--- src/rtl/arity_bist_sequencer.sv ---
// arity_bist_sequencer: clocked BIST driver for a small combinational arity block.
// Walks every input vector (MSB of dut_in toggles fastest), holds each for a
// settle window, folds the response into a MISR and compares against a golden
// signature when the walk completes.
// Optional build macro ARITY_BIST_CAPTURE_EN adds an EMIT state that streams
// each (vector, response) pair out over a valid/ready capture port.
//
// state  | meaning
// IDLE   | waiting for start, dut_in parked at 0
// APPLY  | driving the current vector, counting settle cycles
// SAMPLE | fold dut_out into the MISR
// EMIT   | capture beat pending handshake (capture build only)
// DONE   | signature frozen, done/pass valid, start re-runs
module arity_bist_sequencer #(
    parameter int              N_IN          = 3,
    parameter int              N_OUT         = 3,
    parameter int              SETTLE_CYCLES = 2,
    parameter int              SIG_W         = 16,
    parameter logic [SIG_W-1:0] POLY         = 16'h1021,
    parameter logic [SIG_W-1:0] SEED         = 16'hFFFF
) (
    input  logic             i_clk,
    input  logic             i_reset,
    input  logic             i_start,
    output logic [N_IN-1:0]  o_dut_in,
    input  logic [N_OUT-1:0] i_dut_out,
    input  logic [SIG_W-1:0] i_expected_sig,
    output logic [N_IN-1:0]  o_vec_idx,
    output logic             o_busy,
    output logic             o_done,
    output logic             o_pass,
    output logic [SIG_W-1:0] o_signature,
    output logic             o_cap_valid,
    input  logic             i_cap_ready,
    output logic [N_IN-1:0]  o_cap_vec,
    output logic [N_OUT-1:0] o_cap_resp
);

    localparam logic [2:0] S_IDLE   = 3'd0;
    localparam logic [2:0] S_APPLY  = 3'd1;
    localparam logic [2:0] S_SAMPLE = 3'd2;
    localparam logic [2:0] S_EMIT   = 3'd3;
    localparam logic [2:0] S_DONE   = 3'd4;

    // A one-cycle settle window still needs a 1-bit counter.
    localparam int CNT_W = (SETTLE_CYCLES > 1) ? $clog2(SETTLE_CYCLES) : 1;

    logic [2:0]       r_state;
    logic [N_IN-1:0]  r_vec_idx;
    logic [CNT_W-1:0] r_cnt;
    logic [SIG_W-1:0] r_sig;
    logic [N_IN-1:0]  r_dut_in;

    logic [SIG_W-1:0] w_sig_next;
    logic             w_advance;
    logic             w_last;

    // Bit-reverse the vector index so the top dut_in bit toggles fastest.
    function automatic logic [N_IN-1:0] f_map(input logic [N_IN-1:0] idx);
        logic [N_IN-1:0] m;
        for (int i = 0; i < N_IN; i++) begin
            m[N_IN-1-i] = idx[i];
        end
        return m;
    endfunction

    // MISR next state: shift, polynomial feedback on the outgoing bit, fold response.
    assign w_sig_next = {r_sig[SIG_W-2:0], 1'b0}
                      ^ (r_sig[SIG_W-1] ? POLY : '0)
                      ^ SIG_W'(i_dut_out);

    assign w_last = &r_vec_idx;

`ifdef ARITY_BIST_CAPTURE_EN
    logic             r_cap_valid;
    logic [N_IN-1:0]  r_cap_vec;
    logic [N_OUT-1:0] r_cap_resp;

    assign w_advance = (r_state == S_EMIT) && r_cap_valid && i_cap_ready;

    // Capture beat: load on the sample cycle, hold until the consumer takes it.
    always_ff @(posedge i_clk or posedge i_reset) begin
        if (i_reset) begin
            r_cap_valid <= 1'b0;
            r_cap_vec   <= '0;
            r_cap_resp  <= '0;
        end else if (r_state == S_SAMPLE) begin
            r_cap_valid <= 1'b1;
            r_cap_vec   <= r_dut_in;
            r_cap_resp  <= i_dut_out;
        end else if (r_cap_valid && i_cap_ready) begin
            r_cap_valid <= 1'b0;
        end
    end

    assign o_cap_valid = r_cap_valid;
    assign o_cap_vec   = r_cap_vec;
    assign o_cap_resp  = r_cap_resp;
`else
    logic w_unused_cap_ready;

    assign w_advance          = (r_state == S_SAMPLE);
    assign w_unused_cap_ready = i_cap_ready;
    assign o_cap_valid        = 1'b0;
    assign o_cap_vec          = '0;
    assign o_cap_resp         = '0;
`endif

    // Sequencer FSM: vector walk, settle timing, MISR fold and run restart.
    always_ff @(posedge i_clk or posedge i_reset) begin
        if (i_reset) begin
            r_state   <= S_IDLE;
            r_vec_idx <= '0;
            r_cnt     <= '0;
            r_sig     <= SEED;
            r_dut_in  <= '0;
        end else begin
            case (r_state)
                S_IDLE, S_DONE: begin
                    if (i_start) begin
                        r_state   <= S_APPLY;
                        r_vec_idx <= '0;
                        r_cnt     <= '0;
                        r_sig     <= SEED;
                        r_dut_in  <= f_map('0);
                    end
                end
                S_APPLY: begin
                    if (r_cnt == CNT_W'(SETTLE_CYCLES - 1)) begin
                        r_state <= S_SAMPLE;
                    end else begin
                        r_cnt <= r_cnt + CNT_W'(1);
                    end
                end
                S_SAMPLE: begin
                    r_sig   <= w_sig_next;
                    r_state <= S_EMIT;
                end
                S_EMIT: begin
                end
                default: begin
                    r_state <= S_IDLE;
                end
            endcase

            // Overrides the SAMPLE->EMIT move when no capture stage is built.
            if (w_advance) begin
                if (w_last) begin
                    r_state  <= S_DONE;
                    r_dut_in <= '0;
                end else begin
                    r_state   <= S_APPLY;
                    r_vec_idx <= r_vec_idx + N_IN'(1);
                    r_cnt     <= '0;
                    r_dut_in  <= f_map(r_vec_idx + N_IN'(1));
                end
            end
        end
    end

    assign o_dut_in    = r_dut_in;
    assign o_vec_idx   = r_vec_idx;
    assign o_signature = r_sig;
    assign o_busy      = (r_state == S_APPLY) || (r_state == S_SAMPLE) || (r_state == S_EMIT);
    assign o_done      = (r_state == S_DONE);
    assign o_pass      = o_done && (r_sig == i_expected_sig);

endmodule

--- config.mk ---
export PLATFORM = sky130hd
export DESIGN_NAME = arity_bist_sequencer
export DESIGN_NICKNAME = d
export VERILOG_FILES = /design/src/rtl/arity_bist_sequencer.sv
export SDC_FILE = /design/constraint.sdc
export NUM_CORES = 1
export LEC_CHECK = 0
export CAP_MARGIN = 10
export CELL_PAD_IN_SITES_DETAIL_PLACEMENT = 0
export CELL_PAD_IN_SITES_GLOBAL_PLACEMENT = 2
export CORE_MARGIN = 3
export CORE_UTILIZATION = 26
export DETAILED_ROUTE_END_ITERATION = 8
export GPL_ROUTABILITY_DRIVEN = 0
export GPL_TIMING_DRIVEN = 0
export PLACE_DENSITY_LB_ADDON = 0.1
export SETUP_SLACK_MARGIN = 0.02
export SYNTH_ARGS = -nofsm -noshare
export SYNTH_HDL_FRONTEND = slang
export SYNTH_SLANG_ARGS = --single-unit
export TNS_END_PERCENT = 20
--- constraint.sdc ---
create_clock -name i_clk -period 1.75 [get_ports i_clk]
set_input_delay 0.4375 -clock i_clk [delete_from_list [all_inputs] [get_ports i_clk]]
set_output_delay 0.4375 -clock i_clk [all_outputs]
set_load 0.02 [all_outputs]
* Word level (Yosys, flattened, before mapping) *
Index checks and enable logic that the tools add are counted.
Widths: inputs -> output; s select.

cells by class
  add/subtract/negate cells = 2
  multipliers = 0
  div/mod/pow operators = 0
  magnitude comparators = 0
  equal/unequal tests = 9
  shift-type cells = 0
  multiplexer cells = 21
  bitwise gates (word level) = 2
  reductions and logical operators = 11

operators with widths
  cell                 count
  $mux 3               12
  $pmux 16 s2          1
  $eq 16x16->1         1
  $mux 16              1
  $xor 16x13->16       1
  $xor 16x3->16        1
  $mux 13              1
  $pmux 3 s3           1
  $eq 3x2->1 const B   2
  $ne 3x3->1 const B   2
  $reduce_and 3->1     2
  $mux 1               4
  $ne 2x2->1 const B   2
  $reduce_and 2->1     2
  $reduce_bool 2->1    2
  $add 3x1->3 const B  1
  $eq 3x1->1 const B   1
  $eq 3x3->1 const B   1
  $logic_not 3->1      1
  $logic_or 1x1->1     2
  $pmux 1 s2           1
  $reduce_or 2->1      1
  $add 1x1->1 const B  1
  $logic_and 1x1->1    1

storage, ports and cells
  register bits after elaboration = 26
  latch bits = 0
  memory bits (writable) = 0
  memory bits (read-only) = 0
  input port bits = 23
  output and inout port bits = 32
  word-level logic and storage cells = 50
  memories kept = 0

* Depth between registers and ports, before layout *
  depth in word-level cells = 5
  mapped depth = 6
  mapped depth without buffers = 5

* Least setup slack after synthesis *
Ideal clock, no wire load.

  path type = reg-to-output
  start = register r_sig[8] (netlist: o_signature[8])
  end = output port o_pass
  data arrival time = 1.778 ns
  required time = 1.312 ns
  setup slack = -0.465 ns
  stages on the path, launching flop included = 5
  path through = dfstp_2 -> xor2_1 -> nor4_1 -> nand4_1 -> nor4_1

on the way
  longest elaborated chain between the ends = 2

RTL lines
  element                   line  text
  start: declaration        51    logic [SIG_W-1:0] r_sig;
  start signal: assignment  136   r_sig <= w_sig_next;
  $eq 16x16->1              166   assign o_pass = o_done && (r_sig == i_expected_sig);
  $logic_and 1x1->1         166
  end: declaration          31    output logic o_pass,

No other way between the ends.

* Worst setup path after layout *
  start = register r_sig[10] (netlist: o_signature[10])
  end = output port o_pass

The elaborated chain is that of the path after synthesis.

==> results list <==
- The run finished, with violations left.
- The checks that failed: setup timing.
* Ratio of cells with drive above 1 in the final layout: 26.0%
- Via Count: 1,075
* Placeable Area: 5140 um^2
* FMAX: 445 MHz
- Crit path kind: flop to output port
- Sorting the synthesized cells by how often they occur yields dfstp_2, o22a_1, xor2_1.
- Area growth, synth to finish: 46.5%
- In the synthesized netlist the dominant register cell turns out to be dfstp_2.
* Inserted Diodes: 0
- Floorplan die height: 79.3 um
- Final Hold Vio Count: 0
- Sum Neg Setup Slack: -0.497 ns
* Type of element capturing the critical path: output port
- Synth async-reset ratio: 100%
* Sequential standard cell area: 671 um^2
- Global route total overflow: 0
* Clk_skew: 0.00576 ns
- In the routed layout, each cell is associated on average with a via count of 4.28.
- Unrepaired setup endpoints after global routing: true
- The initialized floorplan defines 26 standard-cell rows.
* Share of the clock period used by the worst path after layout: 128%
- The count of buffers added on input and output ports is 46.
- Count of unresolved DRC violations after routing: 0
* Initial DRC Count: 32
- Max-slew violation count: 0
- For this configuration, the core starts out at a cell density of 27.2%.
* Overall routed net length: 3410 um
- Width of the die: 79.3 um
- Clk slew on worst S/H paths: 0.09 ns
* Area leader, netlist: dfstp_2
* Number of max-cap violations: 0
* Arrival time at the worst endpoint: 1.81 ns
* Power per cell area: 1350 nW/um^2
- After synthesis, flip-flops and latches occupy 48.0% of the total area.
* Fin crit period: 2.25 ns
- Buffer depth of the longest clock path: 2
- The startpoint identified for the worst register-to-register timing path is r_state[0].
- Worst setup slack after layout: -0.497 ns
- Max_slew headroom: 31.3%
- Setup-violating endpoint count in the final report: 1
- Counting distinct cell types in the post-synthesis netlist gives 32.
* Hold Crit Start: o_dut_in[2]
* Remaining antenna violation count: 0
- During synthesis, Yosys emitted a total of 0 warnings.
* Initial antenna violation count: 0
* TritonCTS clock tree: done
* Hold-fix buffers, CTS: 0
- CTS built an H-tree with a depth of 1.
- Type of element launching the critical path: flop
- Fill count: 558
- The path with the worst hold slack has its endpoint at o_dut_in[2].
* Vias in the first global route: 1,172
- The synthesized netlist occupies a cell area of 1400 um^2.
- Entering global routing, the biggest net connects 27 pins.
* R2R setup slack: 0.21 ns
- Sinks on the clock net: 26
- Worst-case vdd ir drop: 0.000586 V
* Syn Area/Cell: 11.4 um^2
- The die covers 6290 um^2.
* Worst hold path type: flop to flop
- Nets@finish: 207
- After the flow finishes, the layout carries non-filler instances totaling 251.
- Length in cells of the worst reg-to-reg path: 6
- Tightest Pin Transition: 1.03 ns
* Required arrival time at the worst endpoint: 1.31 ns
- Total area of multi-input combinational cells: 657 um^2
- At the later pin of the worst-skew pair, clock insertion delay measures 0.27 ns.
* R2R Path End: o_vec_idx[1]
- The analysis attributes to cell leakage a power of 0.866 nW.
- The number of placed instances, taps included, is 245.
- WL per Instance: 13.6 um
- Across every metal layer, demand over resource in global routing totals 11.3%.
* Wire length of the first global-routing pass: 5600 um
- The HPWL after detailed placement is 2620 um.
- In this run the worst path has a maximum fanout of 2.
- Counting instances, the worst hold path has a depth of 1.
- Yosys reg bits: 26
- Total power after layout: 2.76 mW
* Buffer cell driving the clock tree root: clkbuf_8
- Number of cells produced by synthesis: 123
- In this run the count of I/O pins placed on the die edge is 55.
- TritonCTS created 3 clock buffers.
- EDFF count, synth: 0
- Number of detailed-routing iterations run before antenna repair: 4
* Share of Yosys cell area claimed by the top area cell type: 30.1%
* Top area cells in the synthesized netlist: dfstp_2, dfrtp_1, o22a_1
[placed cells by master (no fill, tap or decap), types with 2 or more instances in the layout]
cell type,instances
clkdlybuf4s50_1,19
dlygate4sd2_1,19
o22a_1,16
dfstp_2,16
xor2_1,14
buf_4,11
dfrtp_1,10
xnor2_1,7
conb_1,7
buf_6,5
a21oi_1,5
nand2_1,4
clkbuf_8,4
nand2b_1,3
o21ai_0,3
a21o_1,3
nor2_1,3
dlymetal6s2s_1,3
a21oi_2,2
clkbuf_2,2
a22o_1,2
nor4_1,2
nand3_1,2
inv_1,2
ha_1,2
[logic make-up after synthesis]
group	count (synthesis)	synth area share (%)
xor gates and xnor gates	21	13.2
adders and majority gates	2	1.79
AOI/OAI and AO/OA	32	17.4
and+or+nand+nor	25	11.0
buffers and inverters	16	8.41
other	1	0.268
DFF	26	48.0
[per-layer routing]
metal | GRT usage, % | part of all wire [%]
met5 | 0 | 0
met4 | 3.61 | 0.56
met3 | 2.15 | 5.1
met2 | 20.5 | 52
met1 | 13.4 | 43
[metrics by stage]
step	cell area [um^2]	utilization, %	hold WS, ns	worst slack [ns]
after floorplan	1440	-	0.466	-0.181
after global placement	1980	38.6	0.468	-1.05
after detailed placement	1980	38.6	0.471	-1.04
after CTS	2030	39.6	0.492	-0.525
after global routing	2050	39.8	0.529	-0.618
final	2050	39.8	0.485	-0.497
[worst max-delay path, cell delays in order (launching register included)]
cell and delay, ns:
dfstp_2 0.56, xor2_1 0.08, nor4_1 0.26, nand4_1 0.17, nor4_4 0.29, buf_4 0.18
[area by class of cell]
| class | count | share of cell area, % |
|---|---|---|
| clock buffer | 4 | 2.69 |
| sequential | 26 | 32.8 |
| multi-input combinational | 87 | 32.1 |
| tap | 70 | 4.28 |
| buffer | 14 | 5.62 |
| timing repair buffer | 48 | 22.2 |
| inverter | 2 | 0.367 |
[flip-flops by register name (all words and copies together), names as in the netlist]
name         cells
o_vec_idx        3
r_state          3
o_signature     16
r_cnt            1
o_dut_in         3
[repair_timing]
action / 4_1_cts / 5_1_grt
resized for setup: 38 / 8
endpoints found under the setup margin: 20 / 8
setup buffers: 2 / 0
hold endpoints to repair: 0 / 0
pin swaps: 6 / 0
[worst max-delay path by stage]
| stage | from | end | slack, ns | depth (start not counted) |
|---|---|---|---|---|
| floorplan | o_signature[7] | o_pass | -0.18 | 4 |
| global placement | i_expected_sig[7] | o_pass | -1.05 | 6 |
| detailed placement | i_expected_sig[7] | o_pass | -1.04 | 6 |
| CTS | o_signature[10] | o_pass | -0.52 | 5 |
| global route | o_signature[10] | o_pass | -0.62 | 5 |
| finish | o_signature[10] | o_pass | -0.50 | 5 |
[power by group]
group,switching [mW],internal [mW],leakage (nW),total (mW)
Combinational,0.597,0.608,0.549,1.21
Sequential,0.226,0.937,0.289,1.16
Clock,0.189,0.201,0.0288,0.390
No activity file was read; power rests on OpenSTA's default activity.
